### config.mk
export PLATFORM = sky130hd
export DESIGN_NAME = fsbm_search_ctrl
export DESIGN_NICKNAME = d
export VERILOG_FILES = /design/src/rtl/fsbm_search_ctrl.sv
export SDC_FILE = /design/constraint.sdc
export NUM_CORES = 1
export LEC_CHECK = 0
export BUFFER_PORTS_ARGS = -buffer_cell sky130_fd_sc_hd__buf_2
export CAP_MARGIN = 10
export CORE_MARGIN = 5
export CORE_UTILIZATION = 35
export CTS_CLUSTER_DIAMETER = 120
export DETAILED_ROUTE_END_ITERATION = 8
export SLEW_MARGIN = 20
export SYNTH_ARGS = -nofsm -noshare
export SYNTH_HDL_FRONTEND = slang
export SYNTH_SLANG_ARGS = --single-unit
### constraint.sdc
create_clock -name clk -period 3.22 [get_ports clk]
set_clock_uncertainty 0.2 [all_clocks]
set_input_delay 0.161 -clock clk [delete_from_list [all_inputs] [get_ports clk]]
set_output_delay 0.161 -clock clk [all_outputs]
set_load 0.01 [all_outputs]
### src/rtl/fsbm_search_ctrl.sv
// Full-search block-matching sequencer: walks every candidate displacement in raster order,
// issues pixel read addresses, and tracks the minimum SAD. Optional macro: FSBM_EARLY_TERM_EN.
module fsbm_search_ctrl #(
  parameter int BLK_N   = 16,
  parameter int RANGE_P = 8,
  parameter int SAD_W   = 16,
  localparam int CW = $clog2(BLK_N),
  localparam int RW = $clog2(BLK_N + 2*RANGE_P),
  localparam int MW = $clog2(2*RANGE_P) + 1
) (
  input  logic             clk,
  input  logic             rst_n,
  input  logic             start,
  output logic             busy,
  output logic             done,
  output logic             rd_en,
  output logic [CW-1:0]    cur_x,
  output logic [CW-1:0]    cur_y,
  output logic [RW-1:0]    ref_x,
  output logic [RW-1:0]    ref_y,
  output logic             acc_clr,
  output logic             cand_last,
  input  logic [SAD_W-1:0] sad_in,
  input  logic             sad_valid,
  output logic [MW-1:0]    mv_x,
  output logic [MW-1:0]    mv_y,
  output logic [SAD_W-1:0] min_sad
`ifdef FSBM_EARLY_TERM_EN
  ,
  input  logic [SAD_W-1:0] sad_part,
  input  logic             sad_part_vld
`endif
);

  localparam int DW = MW - 1;

  typedef enum logic [2:0] {S_IDLE, S_SCAN, S_WAIT, S_CMP, S_DONE} state_t;
  state_t state, state_nx;

  logic [DW-1:0]    dxi, dyi, dx_nx, dy_nx;
  logic [CW-1:0]    cx_nx, cy_nx;
  logic [SAD_W-1:0] sad_q;
  logic             pix_last, cand_end, abort, step_cand;

  assign pix_last = (cur_x == CW'(BLK_N-1)) && (cur_y == CW'(BLK_N-1));
  assign cand_end = (dxi == DW'(2*RANGE_P-1)) && (dyi == DW'(2*RANGE_P-1));

`ifdef FSBM_EARLY_TERM_EN
  // The first candidate always runs to completion so min_sad holds a real SAD before any abort.
  assign abort = (state == S_SCAN) && !((dxi == '0) && (dyi == '0)) &&
                 sad_part_vld && (sad_part >= min_sad);
`else
  assign abort = 1'b0;
`endif

  assign step_cand = (state == S_CMP) || abort;

  always_ff @(posedge clk or negedge rst_n) begin
    if (!rst_n) state <= S_IDLE;
    else        state <= state_nx;
  end

  // sad_valid is a valid-only handshake: there is no ready, and it is honoured only in WAIT.
  always_comb begin
    state_nx = state;
    case (state)
      S_IDLE: if (start) state_nx = S_SCAN;
      S_SCAN: begin
        if (abort)         state_nx = cand_end ? S_DONE : S_SCAN;
        else if (pix_last) state_nx = S_WAIT;
      end
      S_WAIT: if (sad_valid) state_nx = S_CMP;
      S_CMP:  state_nx = cand_end ? S_DONE : S_SCAN;
      S_DONE: state_nx = S_IDLE;
      default: state_nx = S_IDLE;
    endcase
  end

  always_comb begin
    cx_nx = cur_x;
    cy_nx = cur_y;
    dx_nx = dxi;
    dy_nx = dyi;
    if (state == S_IDLE && start) begin
      cx_nx = '0;
      cy_nx = '0;
      dx_nx = '0;
      dy_nx = '0;
    end else if (step_cand) begin
      cx_nx = '0;
      cy_nx = '0;
      if (dxi == DW'(2*RANGE_P-1)) begin
        dx_nx = '0;
        dy_nx = dyi + DW'(1);
      end else begin
        dx_nx = dxi + DW'(1);
      end
    end else if (state == S_SCAN && !pix_last) begin
      if (cur_x == CW'(BLK_N-1)) begin
        cx_nx = '0;
        cy_nx = cur_y + CW'(1);
      end else begin
        cx_nx = cur_x + CW'(1);
      end
    end
  end

  always_ff @(posedge clk or negedge rst_n) begin
    if (!rst_n) begin
      dxi       <= '0;
      dyi       <= '0;
      cur_x     <= '0;
      cur_y     <= '0;
      ref_x     <= '0;
      ref_y     <= '0;
      rd_en     <= 1'b0;
      acc_clr   <= 1'b0;
      cand_last <= 1'b0;
      busy      <= 1'b0;
      done      <= 1'b0;
      sad_q     <= '0;
      min_sad   <= '0;
      mv_x      <= '0;
      mv_y      <= '0;
    end else begin
      dxi       <= dx_nx;
      dyi       <= dy_nx;
      cur_x     <= cx_nx;
      cur_y     <= cy_nx;
      ref_x     <= RW'(dx_nx) + RW'(cx_nx);
      ref_y     <= RW'(dy_nx) + RW'(cy_nx);
      rd_en     <= (state_nx == S_SCAN);
      acc_clr   <= (state_nx == S_SCAN) && (cx_nx == '0) && (cy_nx == '0);
      cand_last <= (state_nx == S_SCAN) && (cx_nx == CW'(BLK_N-1)) && (cy_nx == CW'(BLK_N-1));
      busy      <= (state_nx != S_IDLE);
      done      <= (state_nx == S_DONE);
      if (state == S_WAIT && sad_valid) sad_q <= sad_in;
      if (state == S_IDLE && start) begin
        min_sad <= '1;
        mv_x    <= '0;
        mv_y    <= '0;
      end else if (state == S_CMP && sad_q < min_sad) begin
        // Strict compare: a tie keeps the earlier raster candidate.
        min_sad <= sad_q;
        mv_x    <= MW'(dxi) - MW'(RANGE_P);
        mv_y    <= MW'(dyi) - MW'(RANGE_P);
      end
    end
  end

endmodule

==> results of run 1 <==
-- Yosys cell counts (2+ instances only) --
| cell type | instances |
|---|---|
| or2_1 | 2 |
| or3_1 | 2 |
| a21oi_1 | 15 |
| xor2_1 | 3 |
| nor2_1 | 13 |
| xnor2_1 | 6 |
| a41oi_1 | 2 |
| nor3_1 | 3 |
| nand2b_1 | 4 |
| a21o_1 | 9 |
| o31ai_1 | 7 |
| mux2_2 | 16 |
| o21ai_1 | 7 |
| clkbuf_1 | 3 |
| fa_1 | 2 |
| and4_1 | 2 |
| o22a_1 | 17 |
| nor2b_1 | 2 |
| mux2i_1 | 4 |
| dfrtp_1 | 74 |
| nand3_1 | 14 |
| nor4_1 | 2 |
| buf_4 | 3 |
| ha_1 | 27 |
| a211oi_1 | 3 |
| and3_1 | 5 |
| nand4_1 | 3 |
| nor3b_1 | 2 |
| o21ai_0 | 5 |
| inv_1 | 22 |
| a211o_1 | 3 |
| buf_2 | 5 |
| nand2_1 | 18 |
-- per-stage QoR --
step | hold WS [ns] | std cells | instance area [um2]
floorplan | -0.335 | 318 | 3630
global placement | 0.193 | 516 | 4120
detailed placement | 0.198 | 516 | 4120
CTS | 0.107 | 549 | 4490
global route | 0.129 | 549 | 4490
finish | 0.112 | 549 | 4490
-- layer usage --
metal,global-route usage,vias up,part of all wire
met5,0,-,0
met2,0.231,59,0.48
met3,0.0429,11,0.049
met4,0.0381,0,0.014
li1,-,1327,-
met1,0.170,1355,0.46
-- flip-flops by register name, indices dropped and copies added (netlist names), 3 cells and up --
name / flops
min_sad: 16
sad_q: 16
ref_x: 5
ref_y: 5
cur_x: 4
cur_y: 4
dxi: 4
dyi: 4
mv_x: 4
mv_y: 4
state: 3
-- layout make-up --
type,instances,area share
flip-flops and latches,74,0.412
multi-input cells,209,0.362
repair buffers,91,0.124
well taps,136,0.0379
clock buffers,10,0.0306
inverters,23,0.0192
clock inverters,6,0.0145
-- power breakdown --
part           internal, W  switching [W]
combinational    0.0000223      0.0000232
clock             0.000380       0.000357
sequential        0.000928              0
-- critical path, stage by stage (launching register included) --
cell      delay, ns
dfrtp_1        0.46
ha_1           0.25
nand3_1        0.21
nor3_2         0.30
a21oi_1        0.11
a211oi_1       0.48
ha_1           0.36
nor2b_1        0.14
o21ai_0        0.14
nand2b_1       0.07
-- placed cells by master (no fill, tap or decap), types with 6 or more instances in the layout --
cell,n
inv_1,22
nor2_1,13
o22a_1,17
buf_4,6
mux2_2,16
nand2_1,18
a21o_1,9
clkbuf_8,10
nand3_1,14
dfrtp_1,74
a21oi_1,15
dlygate4sd3_1,17
buf_2,68
o31ai_1,7
ha_1,27
xnor2_1,6
o21ai_1,7
-- cells by family (layout without fill, tap and decap cells) --
family | Yosys count | in the layout | share of synthesized area
simple gates | 77 | 77 | 0.112
compound gates | 74 | 74 | 0.150
flops | 74 | 74 | 0.509
buf+inv | 35 | 130 | 0.0430
fa+ha+maj | 29 | 29 | 0.104
mux | 20 | 20 | 0.0606
xor+xnor | 9 | 9 | 0.0217
-- worst max-delay path by stage --
stage / endpoint / slack, ns / depth (start not counted)
finish: ref_y[4] / 0.39 / 9
global route: ref_y[4] / 0.13 / 9
CTS: ref_y[4] / 0.41 / 9
detailed placement: ref_y[4] / 0.44 / 9
global placement: ref_y[4] / 0.49 / 9
floorplan: ref_y[4] / 0.73 / 9
==> reports/results.ini, run 1 <==
[setup_path]
reg2reg_slack_ns=0.39
crit_fanout=6
reg2reg_depth=9
crit_required_ns=3.26
start_kind=flop
cp-end-kind=flop
crit_arrival_ns=2.87
crit_start=cur_x[0]
r2r-end=ref_y[4]
timing.rr.start=cur_x[0]
critPathKind=flop to flop

[logic_synthesis]
ys_warn_count=0
synth_top_area_share=0.509
ys_seq_area_frac=0.509
synthCells=318
synth_area_um2=3630
synthTopCellsByArea=dfrtp_1 (51%), ha_1 (9.3%), mux2_2 (5.0%), o22a_1 (4.1%), inv_1 (2.3%)
synth-edff-count=0
synth.net_count=367
yosysTopAreaCell=dfrtp_1
synth_ff_type=dfrtp_1
syn_avg_cell_area_um2=11.4
ys_types=46
ys_ff_latch=74
async_flop_share=1.00

[global_route]
antenna_found_initial=0
grt-ovfl-total=0
grt_usage=0.137
grt_max_degree=75
grt_pass1_wl_um=13800
grt_pass1_vias=2891

[cells_and_area]
drive_gt1_frac=0.276
antenna_cells=0
final_util=0.439
fill_cells=984
multi_input_comb_area_um2=1630
register_area_um2=1850
nets=457
area_growth_pct=23.6

[route]
vias_per_cell=5.01
vias=2752
drtIter0Drc=106
firstDrtPassIters=4
routed_wl_um=8350
ant_nets=0
drcViolationCount=0
wl_per_cell_um=15.2

[timing]
max_freq_mhz=353
finalSetupTns_ns=0
hold_viol=0
final.setup.worst_slack_ns=0.391
setup_viol=0
report.final.slew_viol_count=0
rsz0062_at_grt=no
period_share=0.879
period_minus_slack_ns=2.83
tightest_slew_ns=0.916
slew_headroom=0.389

[floorplan]
core-area_um2=10200
ios=69
dieArea_um2=12500
row_count=37
die_y_um=112
initial_core_util=0.355
die_x_um=112

[placement]
dp_hpwl_um=6110
post-place-ws_ns=0.437
io_buffers=68
gp_congestion=0.823

[clock_tree]
ctsHtreeMaxLevel=3
post_cts.repair.setup_buffers=0
cts_resized=0
cts_tree=yes
cts.reportedPaths.clkPinSlew_ns=0.08
ctsHoldBuffers=17
clock_latency_ns=0.35
clockRootBuffer=clkbuf_8
cts_buffers=9
cts_buffer_depth=2
cts.sinks=74

[pwr]
power_w=0.00171
p_leak_nw=2.18
max-vdd-ir-drop_uv=174
pwr_density_cell_nw_per_um2=381

[min_path]
min_path_type=input pin to flop
holdPathStages=4
hold_start=start
whs_endpoint=cur_y[3]

[flow_run]
maxCapViolations=0

[status]
status=finished, final reports clean

Note: power is estimated with default switching activity, not from simulation.
==> run 2, diff against run 1 <==
Settings changed: MAX_ROUTING_LAYER set to met4.
==> run 2 against run 1 <==
Combinational power barely moved; routed wire length decreased by 0.41%; global-route usage rose by 0.41 points; clock power about the same; largest power group unchanged.
==> reports/results.ini, run 2 (synthesized netlist as in run 1, its figures left out) <==
[status]
status=finished, final reports clean

[cells_and_area]
register_area_um2=1850
layout_commonest_cell=dfrtp_1
area_growth_pct=23.6
fill_cells=984
finalNonFillerCells=549
reg_top3=min_sad: 16 flops, sad_q: 16 flops
antenna_cells=0
drive_gt1_frac=0.276
nets=457
layout_common_cells=dfrtp_1 (74), buf_2 (68), ha_1 (27)
multi_input_comb_area_um2=1630
final_area_um2=4490

[setup_path]
reg2reg_slack_ns=0.40
reg2reg_depth=9
critPathCapture=ref_y[4]
start_kind=flop
cp-end-kind=flop
timing.rr.start=cur_x[0]
path_common_cell=ha_1
crit_required_ns=3.26
crit_start=cur_x[0]
max_stage_delay_ns=0.48
crit_arrival_ns=2.86
crit_fanout=6
r2r-end=ref_y[4]
critPathKind=flop to flop
path_cells=ha_1 -> nand3_1 -> nor3_2 -> a21oi_1 -> a211oi_1 -> ha_1 -> nor2b_1 -> o21ai_0 -> nand2b_1
slowest_stage=a211oi_1

[clock_tree]
clock_latency_ns=0.35
ctsHtreeMaxLevel=3
cts_resized=0
cts_buffers=9
cts.sinks=74
cts.reportedPaths.clkPinSlew_ns=0.08
cts_tree=yes
cts_buffer_depth=2
clockRootBuffer=clkbuf_8

[min_path]
min_path_type=input pin to flop

[route]
drtIter0Drc=79
firstDrtPassIters=4
routed_wl_um=8310
vias_per_cell=5.01
wl_per_cell_um=15.1
ant_nets=0
drcViolationCount=0
vias=2752

[pwr]
comb_power_share=0.026
power_switching_share=0.222
p_leak_nw=2.18
pwr_density_cell_nw_per_um2=381
max-vdd-ir-drop_uv=175
power_frac_seq=0.543
pwr-share-clk=0.431
internal_power_w=0.00133
power_w=0.00171
p_sw_w=0.000380

[global_route]
grt-ovfl-total=0
grt_pass1_vias=2888
antenna_found_initial=0
top_usage_layer=met2
met3_usage=0.0391
grt_pass1_wl_um=13800
grtUsageMet1=0.173
grtUsageMet2=0.231
grt_usage=0.141
grt_max_degree=75

[timing]
period_minus_slack_ns=2.82
finalSetupTns_ns=0
report.final.slew_viol_count=0
setup_viol=0
max_freq_mhz=354
period_share=0.877
tightest_slew_ns=0.914
rsz0062_at_grt=no
hold_viol=0
slew_headroom=0.391
final.setup.worst_slack_ns=0.396

[placement]
dp_cells=516
post-place-ws_ns=0.437
dp_hpwl_um=6110
gp_congestion=0.835
placed_cell_area_um2=4120
io_buffers=68

[floorplan]
die_x_um=112
dieArea_um2=12500
core-area_um2=10200
initial_core_util=0.355
ios=69
row_count=37
die_y_um=112

[flow_run]
maxCapViolations=0

[run 2: cell counts in the layout (fill, tap and decap cells not counted)]
Identical to the previous run, type by type.
[run 2: metrics by stage]
stage | util | hold slack, ns
final | 0.439 | 0.110
after global routing | 0.439 | 0.129
after CTS | 0.439 | 0.107
after detailed placement | 0.403 | 0.198
after global placement | 0.403 | 0.193
after floorplan | - | -0.335
[run 2: critical path, delay by kind of cell, from the launching register on]
family,cells,cell delay (ns)
adders and majority gates,2,0.61
AOI/OAI and AO/OA,3,0.73
and+or+nand+nor,4,0.73
DFF,1,0.46
[run 2: per-layer routing]
metal	share of wire	wire, um	vias to the layer above
met5	0	0	-
met4	0.014	114	0
met3	0.047	387	11
met2	0.48	3970	69
met1	0.46	3840	1349
li1	-	-	1323
[run 2: worst min-delay path by stage]
stage | start | to | slack [ns] | depth (start not counted)
3_5_place_dp | sad_in[4] | sad_q[4] | 0.20 | 2
5_1_grt | start | cur_y[3] | 0.13 | 4
3_3_place_gp | sad_in[4] | sad_q[4] | 0.19 | 2
2_1_floorplan | rst_n | acc_clr | -0.33 | 0
6_report | start | cur_y[3] | 0.11 | 4
4_1_cts | start | cur_y[3] | 0.11 | 4
[run 2: layout make-up]
type                       instances  share of cell area
multi-input combinational        209               0.362
inverter                          23              0.0192
timing repair buffer              91               0.124
clock buffer                      10              0.0306
sequential                        74               0.412
tap                              136              0.0379
clock inverter                     6              0.0145
[run 2: power groups by stage]
stage               clock, W  combinational (W)  sequential (W)
floorplan                  0        0.000000184        0.000947
global placement           0          0.0000310        0.000947
detailed placement         0          0.0000313        0.000947
CTS                 0.000760          0.0000475        0.000928
global route        0.000794          0.0000519        0.000928
finish              0.000737          0.0000453        0.000928
[run 2: what timing repair did]
| item | CTS | global route |
|---|---|---|
| endpoints found under the setup margin | 0 | 0 |
| hold buffers | 17 | 0 |
| buffers inserted | 0 | 0 |
| hold endpoints to repair | 90 | 0 |
